`src/rtl/fetch_stage_pkg.sv`:
```
// Shared types and constants for the instruction-fetch stage and its IF/ID register.
package fetch_stage_pkg;

    typedef enum logic [1:0] {
        IDLE  = 2'd0,
        FETCH = 2'd1,
        HOLD  = 2'd2,
        DROP  = 2'd3
    } fetch_state_t;

    localparam logic [31:0] NOP_INSTR  = 32'h0000_0000;
    localparam int          OPCODE_MSB = 31;
    localparam int          OPCODE_LSB = 26;
    localparam int unsigned PC_STEP    = 4;

endpackage

```
`src/rtl/fetch_stage_if_id_reg.sv`:
```
// IF/ID pipeline register: flush beats hold beats load; with none asserted it takes a bubble.
module if_id_reg
    import fetch_stage_pkg::*;
#(
    parameter int ADDR_W = 32
) (
    input  logic              clk,
    input  logic              rst,
    input  logic              flush,
    input  logic              hold,
    input  logic              load,
    input  logic [ADDR_W-1:0] load_pc,
    input  logic [31:0]       load_instr,
    output logic              valid,
    output logic [ADDR_W-1:0] pc,
    output logic [31:0]       instr
);

    always_ff @(posedge clk or negedge rst) begin
        if (!rst) begin
            valid <= 1'b0;
            pc    <= '0;
            instr <= NOP_INSTR;
        end else if (flush) begin
            valid <= 1'b0;
            pc    <= '0;
            instr <= NOP_INSTR;
        end else if (hold) begin
            valid <= valid;
            pc    <= pc;
            instr <= instr;
        end else if (load) begin
            valid <= 1'b1;
            pc    <= load_pc;
            instr <= load_instr;
        end else begin
            valid <= 1'b0;
            pc    <= '0;
            instr <= NOP_INSTR;
        end
    end

endmodule

```
`src/rtl/fetch_stage.sv`:
```
// Instruction fetch: PC, one-outstanding imem request, stall skid buffer and redirect handling.
module fetch_stage
    import fetch_stage_pkg::*;
#(
    parameter int                ADDR_W   = 32,
    parameter logic [ADDR_W-1:0] RESET_PC = '0
) (
    input  logic              clk,
    input  logic              rst,
    input  logic              stall,
    input  logic              redirect,
    input  logic [ADDR_W-1:0] redirect_pc,
    output logic              imem_req,
    output logic [ADDR_W-1:0] imem_addr,
    input  logic              imem_rvalid,
    input  logic [31:0]       imem_rdata,
    output logic              if_id_valid,
    output logic [ADDR_W-1:0] if_id_pc,
    output logic [31:0]       if_id_instr,
    output logic [5:0]        if_id_opcode
);

    fetch_state_t      state, state_n;
    logic [ADDR_W-1:0] pc, pc_n;
    logic [ADDR_W-1:0] target, target_n;
    logic [ADDR_W-1:0] skid_pc, skid_pc_n;
    logic [31:0]       skid, skid_n;
    logic              flush, hold, load;
    logic [ADDR_W-1:0] load_pc;
    logic [31:0]       load_instr;
    logic [ADDR_W-1:0] pc_inc;

    assign pc_inc = pc + ADDR_W'(PC_STEP);

    always_ff @(posedge clk or negedge rst) begin
        if (!rst) begin
            state   <= IDLE;
            pc      <= RESET_PC;
            target  <= RESET_PC;
            skid_pc <= '0;
            skid    <= NOP_INSTR;
        end else begin
            state   <= state_n;
            pc      <= pc_n;
            target  <= target_n;
            skid_pc <= skid_pc_n;
            skid    <= skid_n;
        end
    end

    always_comb begin
        state_n    = state;
        pc_n       = pc;
        target_n   = target;
        skid_pc_n  = skid_pc;
        skid_n     = skid;
        flush      = 1'b0;
        hold       = 1'b0;
        load       = 1'b0;
        load_pc    = pc;
        load_instr = imem_rdata;
        unique case (state)
            IDLE: state_n = FETCH;
            FETCH: begin
                if (redirect) begin
                    flush = 1'b1;
                    if (imem_rvalid) begin
                        pc_n = redirect_pc;
                    end else begin
                        // Request is still in flight; wait it out at the old address.
                        target_n = redirect_pc;
                        state_n  = DROP;
                    end
                end else if (imem_rvalid) begin
                    pc_n = pc_inc;
                    if (stall) begin
                        hold      = 1'b1;
                        skid_n    = imem_rdata;
                        skid_pc_n = pc;
                        state_n   = HOLD;
                    end else begin
                        load = 1'b1;
                    end
                end else begin
                    hold = stall;
                end
            end
            HOLD: begin
                if (redirect) begin
                    flush   = 1'b1;
                    pc_n    = redirect_pc;
                    state_n = FETCH;
                end else if (stall) begin
                    hold = 1'b1;
                end else begin
                    load       = 1'b1;
                    load_pc    = skid_pc;
                    load_instr = skid;
                    state_n    = FETCH;
                end
            end
            DROP: begin
                flush = 1'b1;
                if (redirect) begin
                    target_n = redirect_pc;
                end
                if (imem_rvalid) begin
                    pc_n    = redirect ? redirect_pc : target;
                    state_n = FETCH;
                end
            end
            default: state_n = IDLE;
        endcase
    end

    // Request outputs come from registered state only.
    assign imem_req  = (state == FETCH) || (state == DROP);
    assign imem_addr = pc;

    if_id_reg #(
        .ADDR_W(ADDR_W)
    ) u_if_id_reg (
        .clk       (clk),
        .rst       (rst),
        .flush     (flush),
        .hold      (hold),
        .load      (load),
        .load_pc   (load_pc),
        .load_instr(load_instr),
        .valid     (if_id_valid),
        .pc        (if_id_pc),
        .instr     (if_id_instr)
    );

    assign if_id_opcode = if_id_instr[OPCODE_MSB:OPCODE_LSB];

endmodule

```
`config.mk`:
```
export PLATFORM = sky130hd
export DESIGN_NAME = fetch_stage
export DESIGN_NICKNAME = d
export VERILOG_FILES = /design/src/rtl/fetch_stage_pkg.sv /design/src/rtl/fetch_stage_if_id_reg.sv /design/src/rtl/fetch_stage.sv
export SDC_FILE = /design/constraint.sdc
export NUM_CORES = 1
export LEC_CHECK = 0
export ABC_CLOCK_PERIOD_IN_PS = 5100
export CAP_MARGIN = 15
export CORE_MARGIN = 10
export CORE_UTILIZATION = 40
export CTS_CLUSTER_DIAMETER = 100
export DETAILED_ROUTE_END_ITERATION = 7
export HOLD_SLACK_MARGIN = 0.02
export PLACE_DENSITY_LB_ADDON = 0.08
export SYNTH_ARGS = -nofsm -noshare
export SYNTH_HDL_FRONTEND = slang
export SYNTH_SLANG_ARGS = --single-unit
```
`constraint.sdc`:
```
create_clock -name clk -period 5.1 [get_ports clk]
set_clock_uncertainty 0.05 [all_clocks]
set_input_delay 1.02 -clock clk [delete_from_list [all_inputs] [get_ports clk]]
set_output_delay 1.02 -clock clk [all_outputs]
set_load 0.05 [all_outputs]
```
==> qor.yml <==
logic_synthesis:
  syn_area_sq_um: 9480
  synth_edf_count: 0
  synth_flop_cell: "dfrtp_1"
  yosysTopAreaCell: "dfrtp_1"
  syn_nets: 932
  yosysMostFrequentCell: "dfrtp_1"
  synth_top_cell_area_share_pct: 51.5
  async_flop_share_pct: 100
  synth_common_cells: "dfrtp_1, o21ai_0, nand2_1"
  seq_area_frac_synth_pct: 51.5
  synth_seq_cells: 195
  synthTopCellsByArea: "dfrtp_1, mux2_2, mux2i_1"
  syn_area_per_cell_sq_um: 11.1
  syn_inst: 857
  ys_warn_count: 0
  yosys.cell_types.count: 52
timing:
  worst_pin_slew_ns: 1.05
  tns_ns: 0
  rsz0062_at_grt: "false"
  slew_viol_final: 0
  min_period_ns: 3.42
  slew_headroom_pct: 29.9
  setup_violations: 0
  hold_violations: 0
  fmax_mhz: 292
  post-route-period-util_pct: 67.1
route:
  wire_per_inst_um: 19.0
  ant_nets: 0
  finalWirelength_um: 25100
  vias_per_cell: 5.25
  route.detailed.drc: 0
  drtPass1Iterations: 5
  drt_iter0_markers: 614
  vias: 6938
floorplanning:
  die-width_um: 174
  initial_utilization_pct: 40.5
  dieArea_sq_um: 30200
  coreArea_sq_um: 23400
  ioPinCount: 173
  die_h_um: 174
  rows: 56
layout:
  area_growth_pct: 26.3
  fin_area_sq_um: 12000
  diodes: 0
  drive_gt1_share_pct: 13.3
  fin_nets: 1064
global_route:
  grt_use_met3_pct: 3.77
  antenna_found_initial: 0
  grt_pass1_wl_um: 40400
  grt_pass1_vias: 6870
  grt_start_max_net_pins: 107
  met1_usage_pct: 23.0
  grt_use_total_pct: 16.5
  busiest_layer: "met2"
  grt-ovfl-total: 0
  met2_usage_pct: 25.5
clock_tree:
  clk_root_buffer_cell: "clkbuf_16"
  cts_tree: "built"
  clk_pin_slew_ns: 0.08
  clock_sinks: 195
  hold_buffers: 0
  numCtsBuffers: 17
  htreeDepth: 4
  cts_resized: 0
  clk_latency_ns: 0.43
  postCtsSetupBuffers: 0
  cts_max_path_buffers: 2
worst_setup_path:
  endpoint_kind: "output pin"
  reg2reg_to: "imem_addr[18]$_DFFE_PN0P_"
  startpoint: "state[1]$_DFFE_PN0P_"
  cp-start-kind: "register"
  crit_arrival_ns: 2.35
  ff2ff_setup_slack_ns: 1.76
  r2r-start: "state[0]$_DFFE_PN0P_"
  cp_max_fo: 7
  endpoint: "imem_req"
  crit_type: "reg2out"
  reg2reg_depth: 8
  cp.required_ns: 4.03
placed_design:
  gp_congestion: 0.798
  dpl_cell_area_sq_um: 11400
  post-dp-hpwl_um: 17300
  io_buffers: 172
pwr:
  powerDensity_nw_per_um2: 560
  leakagePower_nw: 4.82
  vdd_ir_drop_max_mv: 0.387
worst_hold_path:
  hold_path_class: "reg2reg"
run_status:
  status: "complete, no violations"
run:
  drv_cap: 0
metrics by stage:
stage | power, W | cells | setup slack [ns] | hold slack (ns) | util, %
after CTS | 0.00675 | 1321 | 1.66 | 0.436 | 51.1
final | 0.00670 | 1321 | 1.68 | 0.429 | 51.1
after detailed placement | 0.00536 | 1289 | 1.43 | 0.420 | 48.5
after global routing | 0.00713 | 1321 | 1.46 | 0.456 | 51.1
after global placement | 0.00532 | 1289 | 1.45 | 0.411 | 48.5
after floorplan | 0.00446 | 857 | 2.72 | 0.400 | -
layout make-up:
type	instances	area, sq um
repair buffers	185	1850
clock buffers	18	439
inverters	11	41.3
well taps	319	399
fillers	2170	11400
flip-flops and latches	195	4880
multi-input cells	579	4190
clock inverters	14	168
kinds of logic (layout without fill, tap and decap cells):
kind of cell | count (synthesis) | in the layout | synth area share [%]
mux | 175 | 175 | 20.0
fa+ha+maj | 6 | 6 | 0.792
xor+xnor | 15 | 15 | 1.39
simple gates | 185 | 185 | 9.18
flops | 195 | 195 | 51.5
compound gates | 198 | 198 | 12.7
buf+inv | 83 | 228 | 4.54
worst max-delay path: stages, from the launching register on:
cell and delay [ns]:
dfrtp_1 0.44, inv_1 0.12, ha_1 0.30, nor2_1 0.13, inv_1 0.11, clkdlybuf4s50_1 0.82
metal layers:
metal | share of wire, % | vias to the layer above
met4 | 0.97 | 0
met1 | 49 | 3411
met2 | 45 | 163
met3 | 4.4 | 18
li1 | - | 3346
met5 | 0 | -
sequential cells by signal (all words and copies together), names as in the netlist:
register,flops
state,2
target,32
skid,32
skid_pc,32
imem_addr,32
u_if_id_reg.instr,32
u_if_id_reg.pc,32
u_if_id_reg.valid,1
how the worst min path moves through the flow:
stage / startpoint / end / slack (ns) / cells after the start
floorplan: skid_pc[30]$_DFFE_PN0P_ / skid_pc[30]$_DFFE_PN0P_ / 0.40 / 2
global placement: u_if_id_reg.pc[0]$_DFFE_PN0P_ / u_if_id_reg.pc[0]$_DFFE_PN0P_ / 0.41 / 2
finish: u_if_id_reg.instr[6]$_DFFE_PN0P_ / u_if_id_reg.instr[6]$_DFFE_PN0P_ / 0.43 / 2
CTS: u_if_id_reg.pc[1]$_DFFE_PN0P_ / u_if_id_reg.pc[1]$_DFFE_PN0P_ / 0.44 / 2
global route: skid[19]$_DFFE_PN0P_ / skid[19]$_DFFE_PN0P_ / 0.46 / 1
detailed placement: u_if_id_reg.instr[15]$_DFFE_PN0P_ / u_if_id_reg.instr[15]$_DFFE_PN0P_ / 0.42 / 2
cell usage in the layout, fill, tap and decap left out, types with 9 or more instances in the layout:
cell,netlist,final
o21ai_0,104,104
nor2_1,42,40
o21ai_1,9,9
buf_4,21,11
mux2_1,36,36
a22oi_1,22,22
dfrtp_1,195,195
clkbuf_16,0,17
a21oi_1,18,18
nand2_1,84,84
clkdlybuf4s50_1,0,171
mux2_2,75,75
a221oi_1,17,17
mux2i_1,64,64
nand4_1,9,9
inv_1,10,10
where the power goes:
group / leakage (nW) / internal (W) / total (W) / switching [W]
registers: 2.47 / 0.00210 / 0.00262 / 0.000518
logic: 2.04 / 0.00111 / 0.00269 / 0.00159
clock network: 0.300 / 0.000718 / 0.00138 / 0.000667
(Power assumes the default switching activity.)
